[src/rtl/pc_fetch_sequencer.sv]
// Program-counter sequencer for the fetch stage: owns the PC, drives the imem read enable and
// holds a fixed-length flush window after a taken branch.
module pc_fetch_sequencer #(
  parameter int unsigned ADDR_W       = 14,
  parameter int unsigned RESET_ADDR   = 0,
  parameter int unsigned FLUSH_CYCLES = 2
) (
  input  logic              clk,
  input  logic              reset,
  input  logic              start,
  input  logic [ADDR_W-1:0] start_addr,
  input  logic              stall,
  input  logic              halt_req,
  input  logic              br_taken,
  input  logic [ADDR_W-1:0] br_target,
  output logic [ADDR_W-1:0] pc,
  output logic [ADDR_W-1:0] ins_inc_addr,
  output logic              imem_rd_en,
  output logic              flush,
  output logic              busy,
  output logic              halted
);

  localparam logic [ADDR_W-1:0] ResetPc   = ADDR_W'(RESET_ADDR);
  localparam logic [2:0]        FlushInit = 3'(FLUSH_CYCLES);
  localparam bit                HasFlush  = (FLUSH_CYCLES != 0);

  typedef enum logic [1:0] {StIdle, StRun, StFlush, StHalt} state_e;

  state_e            state_q, state_d;
  logic [ADDR_W-1:0] pc_q, pc_d;
  logic [2:0]        fcnt_q, fcnt_d;
  logic [ADDR_W-1:0] pc_inc;

  assign pc_inc = pc_q + ADDR_W'(1);

  always_comb begin
    state_d = state_q;
    pc_d    = pc_q;
    fcnt_d  = fcnt_q;
    unique case (state_q)
      StIdle, StHalt: begin
        if (start) begin
          pc_d    = start_addr;
          fcnt_d  = '0;
          state_d = StRun;
        end
      end
      StRun: begin
        if (halt_req) begin
          state_d = StHalt;
        end else if (br_taken) begin
          // Redirect wins over stall so a resolved branch is never lost.
          pc_d = br_target;
          if (HasFlush) begin
            fcnt_d  = FlushInit;
            state_d = StFlush;
          end
        end else if (!stall) begin
          pc_d = pc_inc;
        end
      end
      StFlush: begin
        // br_taken here belongs to a killed instruction and is ignored.
        if (halt_req) begin
          fcnt_d  = '0;
          state_d = StHalt;
        end else if (!stall) begin
          pc_d   = pc_inc;
          fcnt_d = fcnt_q - 3'd1;
          if (fcnt_q == 3'd1) begin
            state_d = StRun;
          end
        end
      end
      default: state_d = StIdle;
    endcase
  end

  always_ff @(posedge clk or posedge reset) begin
    if (reset) begin
      state_q <= StIdle;
      pc_q    <= ResetPc;
      fcnt_q  <= '0;
    end else begin
      state_q <= state_d;
      pc_q    <= pc_d;
      fcnt_q  <= fcnt_d;
    end
  end

  always_comb begin
    pc           = pc_q;
    ins_inc_addr = pc_inc;
    busy         = (state_q == StRun) || (state_q == StFlush);
    imem_rd_en   = busy && !stall;
    flush        = (state_q == StFlush);
    halted       = (state_q == StHalt);
  end

endmodule
[config.mk]
export PLATFORM = sky130hd
export DESIGN_NAME = pc_fetch_sequencer
export DESIGN_NICKNAME = d
export VERILOG_FILES = /design/src/rtl/pc_fetch_sequencer.sv
export SDC_FILE = /design/constraint.sdc
export NUM_CORES = 1
export LEC_CHECK = 0
export ABC_AREA = 1
export CAP_MARGIN = 20
export CORE_MARGIN = 5
export CORE_UTILIZATION = 45
export DETAILED_ROUTE_END_ITERATION = 8
export GPL_TIMING_DRIVEN = 1
export PLACE_DENSITY_LB_ADDON = 0.05
export SLEW_MARGIN = 25
export SYNTH_ARGS = -nofsm -noshare
export SYNTH_HDL_FRONTEND = slang
export SYNTH_SLANG_ARGS = --single-unit
[constraint.sdc]
create_clock -name clk -period 2 [get_ports clk]
set_clock_uncertainty 0.15 [all_clocks]
set_input_delay 0.4 -clock clk [delete_from_list [all_inputs] [get_ports clk]]
set_output_delay 0.4 -clock clk [all_outputs]
set_load 0.01 [all_outputs]
Word-level counts from Yosys, hierarchy flattened. Index checks and enable logic that the tools add are counted.

Bits in registers: 19. Latch bits: 0. Bits in writable memories: 0. Memory bits (read-only): 0. Bits of input ports: 34. Output and inout bits: 32. Logic and storage cells: 43. Memories: 0.

Add/sub/neg operators: 2. Multiply operators: 0. Divide/modulo/power cells: 0. Order comparisons: 0. Equal/unequal tests: 11. Shifts and indexed selects: 0. Mux-type cells: 19. Bitwise gates (word level): 0. Reductions and logical operators: 8.

Operators by type and width (count): $mux 14 (5); $pmux 14 s3 (1); $mux 3 (5); $add 14x1->14 const B (1); $mux 2 (6); $pmux 3 s3 (1); $ne 2x2->1 const B (4); $reduce_and 4->1 (2); $ne 3x3->1 const B (2); $pmux 2 s3 (1); $eq 2x2->1 const B (2); $eq 3x1->1 const B (1); $ne 3x2->1 const B (1); $reduce_and 3->1 (1); $sub 3x1->3 const B (1); $eq 2x1->1 const B (1); $logic_not 2->1 (1); $reduce_or 2->1 (1); $logic_and 1x1->1 (1); $logic_not 1->1 (1); $logic_or 1x1->1 (1).

Logic depth before layout (Yosys ltp). Gate-level depths: netlist (run 1).

Word-level depth: 5. Gate-level depth with buffers: 11. Depth with buffers taken out: 10.

Worst setup path before layout (run 1). No wires, ideal clock.

Path type: reg-to-output. From: register pc_q[0] (netlist: pc[0]). To: output ins_inc_addr[8]. Arrival: 1.241 ns. Data required time: 1.450 ns. Setup slack: 0.209 ns. Stages on the path, launching flop included: 7. Path buffers: 0. Path through: dfrtp_1 ha_1 nand2_1 nor2_4 nand2_2 xor2_1 inv_1.

Cells in the longest elaborated chain, start to end: 1.

Ends and longest elaborated chain: start: declaration (RTL line 31) `logic [ADDR_W-1:0] pc_q, pc_d;`; start signal: assignment (RTL line 83) `pc_q <= ResetPc;`; start signal: assignment (RTL line 87) `pc_q <= pc_d;`; $add 14x1->14 (RTL line 35) `assign pc_inc = pc_q + ADDR_W'(1);`; end: declaration (RTL line 17) `output logic [ADDR_W-1:0] ins_inc_addr,`.

Every way passes these cells.

Worst setup path in the final report (run 1).
From: register pc_q[1] (netlist: pc[1]). To: output ins_inc_addr[13].

Same word-level chain as after synthesis.

==> impl_metrics.json, run 1 <==
{
  "ir_drop_uv": 977.6,
  "fp-row-count": 23,
  "tritoncts": "done",
  "place_ws_ns": -0.1983,
  "die_y_um": 73.04,
  "fin_nets": 440,
  "finalSetupTns_ns": -1.062,
  "core-area_um2": 3914,
  "reg2reg_to": "pc[3]",
  "io_pins": 66,
  "ys_ff_latch": 19,
  "synthArstFlopShare_pct": 100.0,
  "crit_fanout": 4,
  "grt_pass1_vias": 2154,
  "cp.arrival_ns": 1.66,
  "crit_path_end_kind": "primary output",
  "synth_edf_count": 0,
  "first_iter_violations": 250,
  "worst_r2r_path_depth": 11,
  "grt_max_degree": 20,
  "drtPass1Iterations": 4,
  "syn_area_um2": 1788,
  "synth_ff_type": "dfrtp_1",
  "post-route-period-util_pct": 110.3,
  "crit-reg2reg-launch": "state_q[1]",
  "numClockSinks": 19,
  "seq_area_frac_synth_pct": 26.59,
  "min_period_ns": 2.206,
  "failed_checks": "negative setup slack",
  "antenna_found_initial": 0,
  "status": "finished, violations left",
  "r2r_slack_ns": 0.19,
  "die_area_um2": 5334,
  "final_common_cell": "nand2_1",
  "cts_made_buffers": 3,
  "worst_pin_slew_ns": 0.2807,
  "final-setup-viol-count": 8,
  "wl_per_cell_um": 14.31,
  "rsz0062_at_grt": "true",
  "routed_wl_mm": 6.424,
  "yosys_warnings": 0,
  "synthTopCellsByArea": "dfrtp_1, nand2_1, inv_1",
  "grt_pass1_wl_mm": 10.16,
  "grt-ovfl-total": 0,
  "place_congestion": 0.8758,
  "cap_violations": 0,
  "syn2layout_area_growth_pct": 69.56,
  "worst_path_most_repeated_cell": "buf_6",
  "drc_errors": 0,
  "portBuffers": 65,
  "critical_path_class": "flip-flop to primary output",
  "die_w_um": 73.04,
  "grt.total_usage_pct": 24.49,
  "final_cell_mix": "nand2_1, clkdlybuf4s50_1, inv_1",
  "setup_slack_ns": -0.2065,
  "critPathSlowestCell": "dfrtp_1",
  "power.leakage_nw": 1.562,
  "max_freq_mhz": 453.2,
  "clkLatencyLatePin_ns": 0.27,
  "hold_viol_final": 0,
  "fill_cells": 314,
  "critPathRequiredTime_ns": 1.45,
  "synth_top_area_share_pct": 26.59,
  "syn_nets": 334,
  "antenna_left": 0,
  "htree_levels": 1,
  "syn_avg_cell_area_um2": 6.082,
  "slew_headroom_pct": 81.29,
  "critPathMaxStageDelay_ns": 0.45,
  "viasPerCell": 5.076,
  "clockBufferDepth": 2,
  "path_cells": "buf_6 -> nand3_4 -> nor2_4 -> buf_6 -> buf_6 -> nand3_2 -> nand2_2 -> nand2_1 -> buf_2",
  "path_clk_slew_ns": 0.09,
  "p_per_area_nw_per_um2": 1586,
  "start_kind": "flip-flop",
  "start_util_pct": 45.68,
  "final_layout_size_suffix_gt1_share_pct": 27.82,
  "hp-class": "primary input to asynchronous set/reset pin",
  "synth_top_cell_by_area": "dfrtp_1",
  "slew_violations": 0,
  "syn_inst": 294,
  "clock-root-buffer": "clkbuf_8",
  "vias": 2279,
  "synth_cell_type_count": 30,
  "hold_buffers": 0,
  "dpl.hpwl_mm": 4.377,
  "n_antenna_cell": 0
}
==> Yosys cell counts, types with 2 or more instances <==
library cell  count
a21oi_1          20
buf_2             7
buf_8             2
dfrtp_1          19
ha_1              6
inv_1            39
inv_2             2
nand2_1         108
nand2_2           2
nand3_1          14
nand4_1           6
nor2_1           28
nor2_2            3
nor2_4            2
nor3_1            2
o211ai_1          4
o21ai_0          14
o22ai_1           2
or2_2             2
xor2_1            2
==> through the flow <==
stage               instance area (um2)  hold slack, ns  total power, mW  utilization [%]  cells
finish                             3032          0.2989            4.807            77.46    449
global route                       3032          0.3536            5.234            77.46    449
CTS                                2882          0.3106            4.514            73.63    448
detailed placement                 2678          0.3841            4.152            68.41    430
global placement                   2678          0.3775            4.100            68.41    430
floorplan                          1788          0.2011            2.637                -    294
==> power by group <==
group          total, mW  internal, mW  leakage [nW]  switching, mW
combinational       3.72          1.73          1.31           1.99
clock              0.303         0.141        0.0217          0.161
sequential         0.784         0.577         0.235          0.207
total               4.81          2.45          1.56           2.35
==> worst max-delay path, delay by kind of cell, from the launching register on <==
kind,cells,cell delay (ns)
simple gates,5,0.46
buf+inv,4,0.49
flops,1,0.45
==> cells by family (layout without fill, tap and decap cells) <==
kind of cell / Yosys count / after routing / share of synthesized area [%]
AND/OR/NAND/NOR: 172 / 173 / 41.85
buffers and inverters: 51 / 155 / 12.46
AO/OA/AOI/OAI: 43 / 43 / 13.44
flip-flops: 19 / 19 / 26.59
adder cells (fa/ha/maj): 6 / 6 / 4.199
XOR/XNOR: 3 / 3 / 1.470
==> worst max path at each step <==
stage	start	endpoint	slack, ns
finish	pc[1]	ins_inc_addr[13]	-0.21
global route	pc[1]	ins_inc_addr[13]	-0.27
CTS	pc[1]	ins_inc_addr[10]	-0.19
detailed placement	pc[1]	ins_inc_addr[8]	-0.20
global placement	pc[1]	ins_inc_addr[8]	-0.13
floorplan	pc[0]	ins_inc_addr[8]	0.21
==> cell type report <==
type | count | area [um2] | area share [%]
multi-input cells | 225 | 1265 | 41.72
clock inverters | 1 | 7.507 | 0.2476
well taps | 50 | 62.56 | 2.064
repair buffers | 110 | 1025 | 33.80
inverters | 41 | 153.9 | 5.076
flip-flops and latches | 19 | 476.7 | 15.72
clock buffers | 3 | 41.29 | 1.362
==> per-layer routing <==
metal  track usage, %  vias up  part of all wire [%]
li1                 -     1132                     -
met1            30.42     1047                    40
met2            43.99       90                    51
met3            4.270       10                   7.5
met4            4.918        0                   1.2
met5                0        -                     0
==> registers in the layout, indices dropped and copies added (netlist names) <==
register,cells
fcnt_q,3
pc,14
state_q,2
==> timing repair <==
item                       4_1_cts  5_1_grt
gates cloned                     1        0
buffers inserted                13        5
resized for setup               77       47
pin swaps                       13       13
setup endpoints to repair       18       18
(Power assumes the default switching activity.)
==> inputs of run 2 (changes only) <==
--- a/config.mk
+++ b/config.mk
@@ -6,11 +6,11 @@
 export NUM_CORES = 1
 export LEC_CHECK = 0
 export ABC_AREA = 1
-export CAP_MARGIN = 20
+export CAP_MARGIN = 30
 export CORE_MARGIN = 5
 export CORE_UTILIZATION = 45
 export DETAILED_ROUTE_END_ITERATION = 8
-export GPL_TIMING_DRIVEN = 1
+export GPL_ROUTABILITY_DRIVEN = 0
 export PLACE_DENSITY_LB_ADDON = 0.05
 export SLEW_MARGIN = 25
 export SYNTH_ARGS = -nofsm -noshare
==> results of run 2 <==
No change in the layout: final DEF, timing and power equal those of run 1.
